[src/rtl/arena_frame_buffer_if.sv]
// Engine write channel of the arena frame buffer.
// master: engine (valid/address/data/last); slave: buffer (ready).
interface arena_frame_buffer_if;
    logic       wr_valid;
    logic       wr_ready;
    logic [7:0] wr_row;
    logic [7:0] wr_col;
    logic       wr_value;
    logic       wr_last;

    modport master (
        output wr_valid, wr_row, wr_col, wr_value, wr_last,
        input  wr_ready
    );

    modport slave (
        input  wr_valid, wr_row, wr_col, wr_value, wr_last,
        output wr_ready
    );
endinterface

[src/rtl/arena_frame_buffer.sv]
// Double-buffered Life arena: engine fills back bank, display reads front.
// Ports: display/engine read (row/col -> cell), write channel (wr), clear_req,
//   frame_sync, swap_pending, swap_done, gen_count.
module arena_frame_buffer #(
    parameter int ARENA_WIDTH  = 10,
    parameter int ARENA_HEIGHT = 10,
    parameter int GEN_WIDTH    = 16
) (
    input  logic                 clk,
    input  logic                 reset_n,
    input  logic [7:0]           arena_row_select,
    input  logic [7:0]           arena_column_select,
    output logic                 arena_cell_value,
    input  logic                 frame_sync,
    input  logic [7:0]           eng_row,
    input  logic [7:0]           eng_col,
    output logic                 eng_cell,
    arena_frame_buffer_if.slave  wr,
    input  logic                 clear_req,
    output logic                 swap_pending,
    output logic                 swap_done,
    output logic [GEN_WIDTH-1:0] gen_count
);

    typedef logic [ARENA_HEIGHT-1:0][ARENA_WIDTH-1:0] bank_t;
    typedef enum logic [1:0] {S_WRITE, S_SWAP_WAIT, S_CLEAR} state_t;

    state_t               r_state;
    state_t               w_next;
    bank_t                r_bank0;
    bank_t                r_bank1;
    bank_t                w_front;
    logic                 r_front_sel;
    logic [7:0]           r_clr_row;
    logic                 r_swap_done;
    logic [GEN_WIDTH-1:0] r_gen;
    logic                 w_hs;
    logic                 w_swap;
    logic                 w_clr_start;

    // Address match over the real grid only, so out-of-range reads give 0.
    function automatic logic f_read(bank_t b, logic [7:0] row, logic [7:0] col);
        logic v;
        v = 1'b0;
        for (int r = 0; r < ARENA_HEIGHT; r++)
            for (int c = 0; c < ARENA_WIDTH; c++)
                if (row == 8'(r) && col == 8'(c))
                    v = b[r][c];
        return v;
    endfunction

    assign w_front          = r_front_sel ? r_bank1 : r_bank0;
    assign arena_cell_value = f_read(w_front, arena_row_select, arena_column_select);
    assign eng_cell         = f_read(w_front, eng_row, eng_col);
    assign swap_done        = r_swap_done;
    assign gen_count        = r_gen;

    always_ff @(posedge clk or negedge reset_n) begin
        if (!reset_n) r_state <= S_WRITE;
        else          r_state <= w_next;
    end

    always_comb begin
        w_next       = r_state;
        wr.wr_ready  = 1'b0;
        swap_pending = 1'b0;
        w_hs         = 1'b0;
        w_swap       = 1'b0;
        w_clr_start  = 1'b0;
        unique case (r_state)
            S_WRITE: begin
                wr.wr_ready = 1'b1;
                w_hs        = wr.wr_valid;
                // wr_last wins over clear_req; a plain write still lands first.
                if (w_hs && wr.wr_last) begin
                    w_next = S_SWAP_WAIT;
                end else if (clear_req) begin
                    w_next      = S_CLEAR;
                    w_clr_start = 1'b1;
                end
            end
            S_SWAP_WAIT: begin
                swap_pending = 1'b1;
                if (frame_sync) begin
                    w_swap = 1'b1;
                    w_next = S_WRITE;
                end
            end
            S_CLEAR: begin
                if (r_clr_row == 8'(ARENA_HEIGHT - 1))
                    w_next = S_WRITE;
            end
            default: w_next = S_WRITE;
        endcase
    end

    // Only the back bank (!front_sel) is ever written.
    always_ff @(posedge clk or negedge reset_n) begin
        if (!reset_n) begin
            r_bank0 <= '0;
            r_bank1 <= '0;
        end else begin
            for (int r = 0; r < ARENA_HEIGHT; r++) begin
                for (int c = 0; c < ARENA_WIDTH; c++) begin
                    if (w_hs && wr.wr_row == 8'(r) && wr.wr_col == 8'(c)) begin
                        if (r_front_sel) r_bank0[r][c] <= wr.wr_value;
                        else             r_bank1[r][c] <= wr.wr_value;
                    end
                    if (r_state == S_CLEAR && r_clr_row == 8'(r)) begin
                        if (r_front_sel) r_bank0[r][c] <= 1'b0;
                        else             r_bank1[r][c] <= 1'b0;
                    end
                end
            end
        end
    end

    always_ff @(posedge clk or negedge reset_n) begin
        if (!reset_n) begin
            r_clr_row <= '0;
        end else if (w_clr_start) begin
            r_clr_row <= '0;
        end else if (r_state == S_CLEAR) begin
            r_clr_row <= r_clr_row + 8'd1;
        end
    end

    always_ff @(posedge clk or negedge reset_n) begin
        if (!reset_n) begin
            r_front_sel <= 1'b0;
            r_gen       <= '0;
            r_swap_done <= 1'b0;
        end else begin
            r_swap_done <= w_swap;
            if (w_swap) begin
                r_front_sel <= ~r_front_sel;
                r_gen       <= r_gen + GEN_WIDTH'(1);
            end
        end
    end

endmodule

[src/flat_wrapper.sv]
// flat-port wrapper written by rule: the top's interface ports become plain ports
module arena_frame_buffer_flat 
#(
    parameter int ARENA_WIDTH  = 10,
    parameter int ARENA_HEIGHT = 10,
    parameter int GEN_WIDTH    = 16
)
  (clk, reset_n, arena_row_select, arena_column_select, arena_cell_value, frame_sync, eng_row, eng_col, eng_cell, clear_req, swap_pending, swap_done, gen_count, wr_wr_valid, wr_wr_row, wr_wr_col, wr_wr_value, wr_wr_last, wr_wr_ready);
  arena_frame_buffer_if wr_i ();
  input  logic clk;
  input  logic reset_n;
  input  logic [7:0] arena_row_select;
  input  logic [7:0] arena_column_select;
  output logic arena_cell_value;
  input  logic frame_sync;
  input  logic [7:0] eng_row;
  input  logic [7:0] eng_col;
  output logic eng_cell;
  input  logic clear_req;
  output logic swap_pending;
  output logic swap_done;
  output logic [GEN_WIDTH-1:0] gen_count;
  input wire logic [$bits(wr_i.wr_valid)-1:0] wr_wr_valid;
  input wire logic [$bits(wr_i.wr_row)-1:0] wr_wr_row;
  input wire logic [$bits(wr_i.wr_col)-1:0] wr_wr_col;
  input wire logic [$bits(wr_i.wr_value)-1:0] wr_wr_value;
  input wire logic [$bits(wr_i.wr_last)-1:0] wr_wr_last;
  output wire logic [$bits(wr_i.wr_ready)-1:0] wr_wr_ready;
  assign wr_i.wr_valid = wr_wr_valid;
  assign wr_i.wr_row = wr_wr_row;
  assign wr_i.wr_col = wr_wr_col;
  assign wr_i.wr_value = wr_wr_value;
  assign wr_i.wr_last = wr_wr_last;
  assign wr_wr_ready = wr_i.wr_ready;
  arena_frame_buffer #(.ARENA_WIDTH(ARENA_WIDTH), .ARENA_HEIGHT(ARENA_HEIGHT), .GEN_WIDTH(GEN_WIDTH)) u_core (.clk(clk), .reset_n(reset_n), .arena_row_select(arena_row_select), .arena_column_select(arena_column_select), .arena_cell_value(arena_cell_value), .frame_sync(frame_sync), .eng_row(eng_row), .eng_col(eng_col), .eng_cell(eng_cell), .wr(wr_i), .clear_req(clear_req), .swap_pending(swap_pending), .swap_done(swap_done), .gen_count(gen_count));
endmodule
[config.mk]
export PLATFORM = sky130hd
export DESIGN_NAME = arena_frame_buffer_flat
export DESIGN_NICKNAME = d
export VERILOG_FILES = /design/src/rtl/arena_frame_buffer_if.sv /design/src/rtl/arena_frame_buffer.sv /design/src/flat_wrapper.sv
export SDC_FILE = /design/constraint.sdc
export NUM_CORES = 1
export LEC_CHECK = 0
export ABC_AREA = 0
export BUFFER_PORTS_ARGS = -buffer_cell sky130_fd_sc_hd__buf_4
export CAP_MARGIN = 40
export CORE_MARGIN = 5
export CORE_UTILIZATION = 45
export CTS_BUF_LIST = sky130_fd_sc_hd__clkbuf_16
export DETAILED_ROUTE_END_ITERATION = 8
export PLACE_DENSITY_LB_ADDON = 0.08
export SLEW_MARGIN = 20
export SYNTH_ARGS = -nofsm -noshare
export SYNTH_HDL_FRONTEND = slang
export SYNTH_SLANG_ARGS = --single-unit
export TNS_END_PERCENT = 100
[constraint.sdc]
create_clock -name clk -period 3.9 [get_ports clk]
set_input_delay 0 -clock clk [delete_from_list [all_inputs] [get_ports clk]]
set_output_delay 0 -clock clk [all_outputs]
set_load 0.05 [all_outputs]
==> flow_summary.json, run 1 <==
{
  "outcome": "finished clean",
  "die_x_um": 188,
  "grt_util_met1_pct": 49.8,
  "numCtsBuffers": 27,
  "fmax_mhz": 260,
  "use_met2_pct": 49.0,
  "synth_ff_type": "dfrtp_1",
  "hold_path.startpoint": "wr_wr_last",
  "rows": 65,
  "grtUsageTotal_pct": 33.3,
  "yosys-top-cells-area": "dfrtp_1, o21ai_0, nand2_1",
  "synth-edff-count": 0,
  "place_hpwl_mm": 42.6,
  "critPathSlowestCell": "dfrtp_4",
  "final.setup.worst_slack_ns": 0.0483,
  "cp_max_fo": 7,
  "placedCellCount": 2049,
  "dr_total_vias": 14324,
  "start_util_pct": 45.4,
  "cts_sinks": 228,
  "maxSlewViolCount": 0,
  "synth_compound_area_share_pct": 27.4,
  "synthMuxAreaShare_pct": 10.9,
  "grt_pass1_vias": 13610,
  "regArea_mm2": 0.00571,
  "peakVddDrop_mv": 0.344,
  "utilization_pct": 53.0,
  "rsz0062_at_grt": "true",
  "cts-root-buf": "clkbuf_16",
  "fillCellCount": 2961,
  "vias_per_cell": 6.76,
  "drive_gt1_share_pct": 17.2,
  "fin_skew_ns": 0.0185,
  "first_pass_iters": 7,
  "synth.top_cell.area_share_pct": 40.0,
  "fin_nets": 1764,
  "syn_nets": 1674,
  "r2r_slack_ns": 1.02,
  "cp-end-kind": "output port",
  "yosys.area_share.simple_pct": 16.1,
  "drtIter0Drc": 1720,
  "synthAdderAreaFrac_pct": 0.438,
  "grtUsageMet3_pct": 7.71,
  "fin_crit_sh_pct": 98.8,
  "yosys.area.top_type": "dfrtp_1",
  "post-place-ws_ns": 0.468,
  "coreArea_mm2": 0.0315,
  "period_minus_slack_ns": 3.85,
  "wire_per_inst_um": 28.7,
  "synthToLayoutAreaGrowth_pct": 16.8,
  "grt_pass1_wl_mm": 90.3,
  "min_to": "u_core.r_clr_row[1]",
  "clkTransAtPathRegs_ns": 0.06,
  "ys_ff_latch": 228,
  "mostFrequentLayoutCells": "o21ai_0, dfrtp_1, nand2_1",
  "avgSynthCellArea_um2": 8.84,
  "antenna_cells": 0,
  "synth_top_family_by_area": "compound AO/OA/AOI/OAI gates",
  "hold_path.class": "in -> reg",
  "die_h_um": 188,
  "synth_cell_types": 87,
  "setup_viol": 0,
  "wl_mm": 60.9,
  "multi_input_area_mm2": 0.00809,
  "grt_overflow": 0,
  "reg2reg_depth": 7,
  "hold_viol": 0,
  "globalplace.congestion": 1.11,
  "antenna_left": 0,
  "startpoint_type": "flip-flop",
  "leakagePower_nw": 7.11,
  "min_path_cells": 4,
  "synthXorXnorAreaFrac_pct": 1.35,
  "final_common_cell": "o21ai_0",
  "path_cells": "buf_12, mux2i_2, nor2b_1, o22ai_2, a311oi_2, o31ai_2, a2111oi_4, o311ai_2, a221oi_2, o221ai_1, a22o_1, buf_6",
  "cts.htree.levels": 1,
  "drc": 0,
  "slew_headroom_pct": 38.0,
  "max_stage_delay_ns": 0.56,
  "grt.busiest_layer": "met1",
  "layout.cells.non_filler": 2119,
  "syn-cell-area_mm2": 0.0143,
  "cp.arrival_ns": 3.85,
  "critical_path_class": "reg -> out",
  "r2r-start": "u_core.r_front_sel",
  "die_area_mm2": 0.0354,
  "timing.critical_path.buf_inv": 2,
  "yosys_warnings": 0,
  "synthCells": 1614,
  "insertion_delay_ns": 0.58,
  "required_ns": 3.90,
  "ys_seq_area_share_pct": 40.0,
  "synthArstFlopShare_pct": 100,
  "powerDensity_mw_per_mm2": 427,
  "ioPinCount": 76,
  "critPathTopFamily": "compound AO/OA/AOI/OAI gates",
  "grt_max_degree": 124,
  "antenna_found_initial": 1,
  "clock_path_buffers": 3,
  "tightest_slew_ns": 0.930,
  "drv_cap": 0,
  "cts_tree": "built",
  "numPortBuffers": 75
}
==> metal layers <==
| metal | vias up | wire length, um |
|---|---|---|
| li1 | 6218 | - |
| met1 | 7112 | 26500 |
| met2 | 859 | 26000 |
| met3 | 133 | 6520 |
| met4 | 2 | 1880 |
| met5 | - | 13 |
==> report_power, final <==
group | leakage [nW] | total, mW | internal [mW] | switching, mW
Clock | 0.396 | 2.27 | 1.24 | 1.04
Combinational | 3.55 | 2.32 | 0.853 | 1.47
Sequential | 3.17 | 2.52 | 2.43 | 0.0884
Total | 7.11 | 7.12 | 4.52 | 2.60
==> synth_stat cells (32+ instances only) <==
cell	number
a21oi_1	104
a22o_1	40
clkbuf_1	92
dfrtp_1	228
mux2_2	38
mux2i_1	58
nand2_1	185
nand3_1	41
nor2_1	92
nor3_1	32
o21ai_0	283
o2bb2ai_1	43
o31ai_1	34
==> what timing repair did <==
action                                  in CTS  in global routing
pin swaps                                    1                  7
buffers inserted                             3                  6
hold buffers                                13                  0
cloned                                       1                  3
endpoints found under the setup margin       1                  2
endpoints found under the hold margin      144                  0
gates resized for setup                      4                 12
==> logic make-up (layout without fill, tap and decap cells) <==
group,count (synthesis),count (layout)
simple gates,482,482
buf+inv,131,234
xor+xnor,22,22
mux,120,120
compound gates,626,626
flops,228,228
fa+ha+maj,5,5
==> stage by stage <==
stage | hold WS (ns) | total power, mW | area [um^2] | setup TNS (ns)
global placement | 0.169 | 4.51 | 15500 | 0
global route | 0.0432 | 7.40 | 16700 | -0.0144
floorplan | -0.296 | 3.93 | 14300 | 0
CTS | 0.00914 | 6.92 | 16500 | 0
detailed placement | 0.170 | 4.53 | 15500 | 0
finish | 0.0163 | 7.12 | 16700 | 0
==> how the worst max path moves through the flow <==
| stage | start | to | slack [ns] | cells after the start |
|---|---|---|---|---|
| 2_1_floorplan | u_core.r_front_sel | arena_cell_value | 0.71 | 13 |
| 4_1_cts | u_core.r_front_sel | eng_cell | 0.03 | 11 |
| 3_3_place_gp | u_core.r_front_sel | eng_cell | 0.55 | 11 |
| 5_1_grt | u_core.r_front_sel | eng_cell | -0.01 | 11 |
| 6_report | u_core.r_front_sel | eng_cell | 0.05 | 12 |
| 3_5_place_dp | u_core.r_front_sel | eng_cell | 0.47 | 11 |
==> layout make-up <==
type	count	share of cell area (%)
repair buffers	181	9.48
inverters	11	0.248
well taps	402	3.02
clock buffers	27	4.05
multi-input cells	1255	48.5
flip-flops and latches	228	34.2
clock inverters	15	0.465
==> tightest hold or removal path, stage by stage <==
cell	delay, ns
buf_4	0.08
nand2_1	0.06
and3_1	0.28
nor2_1	0.13
Power figures use the tool's default switching activity.
==> inputs of run 2 (changes only) <==
Settings changed: ABC_AREA 0 to 1.
==> run 2 against run 1 <==
Effect of this change:
- the flow now finishes with violations (negative setup slack)
- flip-flop and latch count unchanged
- core utilization is 5.4 points higher
- die area rose by 15%
- synthesized cell count up 57%
- first-iteration DRC count increased by 31%
- clock power grew 5%
- final area rose by 28%
- critical path depth rose by 122
- maximum frequency decreased by 55%
- register-to-register slack got worse by 0.55 ns
- critical endpoint unchanged
- highest routed layer unchanged
==> flow_summary.json, run 2 <==
{
  "yosys.area.top_type": "dfrtp_1",
  "avgSynthCellArea_um2": 6.53,
  "grt_pass1_wl_mm": 103,
  "powerDensity_mw_per_mm2": 478,
  "ys_ff_latch": 228,
  "synth_common_cells": "nand2_1, inv_1, dfrtp_1",
  "violations": "negative setup slack",
  "place_hpwl_mm": 48.4,
  "fin_crit_sh_pct": 221,
  "synthMuxAreaShare_pct": 0.121,
  "grt_overflow": 0,
  "syn_nets": 2588,
  "period_minus_slack_ns": 8.62,
  "layout.cells.non_filler": 3395,
  "rows": 70,
  "setup_viol": 2,
  "synth_ff_type": "dfrtp_1",
  "startpoint_type": "flip-flop",
  "tightest_slew_ns": 0.945,
  "final.setup.worst_slack_ns": -4.72,
  "wire_per_inst_um": 19.6,
  "wl_mm": 66.6,
  "outcome": "finished with violations",
  "yosys.area_share.simple_pct": 30.2,
  "cts_tree": "built",
  "cts-root-buf": "clkbuf_16",
  "peakVddDrop_mv": 0.370,
  "cp-end-kind": "output port",
  "required_ns": 3.90,
  "slew_headroom_pct": 36.8,
  "synth_top_family_by_area": "simple AND/OR/NAND/NOR gates",
  "numCtsBuffers": 27,
  "start_util_pct": 45.3,
  "synth-edff-count": 0,
  "antenna_found_initial": 1,
  "mostFrequentLayoutCells": "nand2_1, buf_4, inv_1",
  "synth_cell_types": 56,
  "grt_max_degree": 112,
  "yosys-top-cells-area": "dfrtp_1, nand2_1, inv_1",
  "dr_total_vias": 19033,
  "synth_compound_area_share_pct": 22.3,
  "hold_path.class": "in -> reg",
  "synthToLayoutAreaGrowth_pct": 28.8,
  "coreArea_mm2": 0.0364,
  "drc": 0,
  "ys_seq_area_share_pct": 34.6,
  "numPortBuffers": 75,
  "cp.arrival_ns": 8.62,
  "grtUsageTotal_pct": 31.9,
  "yosys.cell_count.top_type": "nand2_1",
  "globalplace.congestion": 1.00,
  "synthCells": 2528,
  "fmax_mhz": 116,
  "clock_path_buffers": 3,
  "crit_top_cell": "nand2_1",
  "die_h_um": 202,
  "max_stage_delay_ns": 0.52,
  "fin_nets": 2970,
  "die_x_um": 202,
  "drv_cap": 0,
  "antenna_cells": 0,
  "total_power_mw": 10.2,
  "cts.htree.levels": 1,
  "fin_skew_ns": 0.0196,
  "insertion_delay_ns": 0.58,
  "die_area_mm2": 0.0406,
  "leakagePower_nw": 9.64,
  "first_pass_iters": 7,
  "vias_per_cell": 5.61,
  "timing.critical_path.buf_inv": 4,
  "ioPinCount": 76,
  "drive_gt1_share_pct": 20.1,
  "drtIter0Drc": 2259,
  "cts_sinks": 228,
  "maxSlewViolCount": 0,
  "final_common_cell": "nand2_1",
  "synthXorXnorAreaFrac_pct": 0.849,
  "rsz0062_at_grt": "true",
  "synthArstFlopShare_pct": 100,
  "grt_pass1_vias": 17695,
  "clkTransAtPathRegs_ns": 0.06,
  "synth.top_cell.area_share_pct": 34.6,
  "critical_path_class": "reg -> out",
  "syn-cell-area_mm2": 0.0165,
  "cp_max_fo": 7,
  "hold_viol": 0,
  "critPathSlowestCell": "dfrtp_4",
  "antenna_left": 0,
  "yosys_warnings": 0,
  "placedCellCount": 3332,
  "critPathTopFamily": "simple AND/OR/NAND/NOR gates",
  "synthAdderAreaFrac_pct": 0.379
}
## run 2: changes by cell type after synthesis, sizes merged, moves of 90 or more
| cell | previous run | this run |
|---|---|---|
| nand2 | 186 | 737 |
| inv | 10 | 369 |
| nand3 | 41 | 182 |
| nor2 | 94 | 196 |
| o21ai | 284 | 188 |
| o211ai | 8 | 98 |
## run 2: final timing paths
| kind | depth (start not counted) | slack, ns | endpoint | startpoint |
|---|---|---|---|---|
| min in group asynchronous | 2 | 0.06 | async pin | reset_n |
| max in group asynchronous | 3 | 2.71 | async pin | reset_n |
| max | 134 | -4.72 | eng_cell | u_core.r_front_sel |
| min reg2reg | 1 | 0.48 | u_core.r_clr_row[7] | u_core.r_clr_row[7] |
| max reg2reg | 12 | 0.47 | flip-flop | u_core.r_front_sel |
| min | 5 | 0.02 | u_core.r_clr_row[6] | wr_wr_valid |
## run 2: worst reg2reg max path: stages, from the launching register on
cell and delay (ns):
dfrtp_4 0.52, buf_6 0.17, inv_4 0.06, buf_4 0.10, buf_4 0.13, buf_4 0.32
buf_4 0.58, buf_4 0.53, nor2_1 0.11, inv_1 0.24, nor2_1 0.12, inv_1 0.28
o41ai_1 0.14
## run 2: final cells by class
type | instances | area [um^2]
Fill cell | 3481 | 15200
Multi-Input combinational cell | 1805 | 9070
Sequential cell | 228 | 5710
Timing Repair Buffer | 473 | 3690
Inverter | 375 | 1410
Clock buffer | 27 | 676
Tap cell | 468 | 586
Clock inverter | 19 | 124
## run 2: cell families after synthesis
family                   Yosys count
XOR/XNOR                          16
AO/OA/AOI/OAI                    588
flip-flops                       228
AND/OR/NAND/NOR                 1194
adder cells (fa/ha/maj)            5
multiplexers                       2
buffers and inverters            495
## run 2: through the flow
| stage | area [um^2] | setup slack, ns | util, % | hold slack (ns) | setup TNS [ns] |
|---|---|---|---|---|---|
| floorplan | 16700 | -2.79 | - | -0.296 | -5.46 |
| global placement | 20100 | -4.24 | 55.3 | 0.145 | -8.28 |
| detailed placement | 20200 | -4.24 | 55.4 | 0.148 | -8.20 |
| CTS | 21200 | -4.71 | 58.2 | 0.00831 | -9.29 |
| global route | 21300 | -6.17 | 58.4 | 0.0422 | -12.14 |
| finish | 21300 | -4.72 | 58.4 | 0.0174 | -9.43 |
## run 2: where the power goes
part           switching, mW  internal, mW
Sequential             0.297          2.84
Clock                   1.06          1.31
Combinational           2.96          1.70
## run 2: routing by layer
metal / track usage, % / share of wire, %
met5: 0 / 0.020
met1: 46.4 / 43
met3: 5.62 / 10
met4: 9.62 / 3.4
met2: 48.8 / 43
## run 2: what timing repair did
action	4_1_cts	5_1_grt
pin swaps	7	22
gates resized for setup	24	12
setup endpoints to repair	2	2
hold buffers	13	0
buffers inserted	2	2
endpoints found under the hold margin	138	0
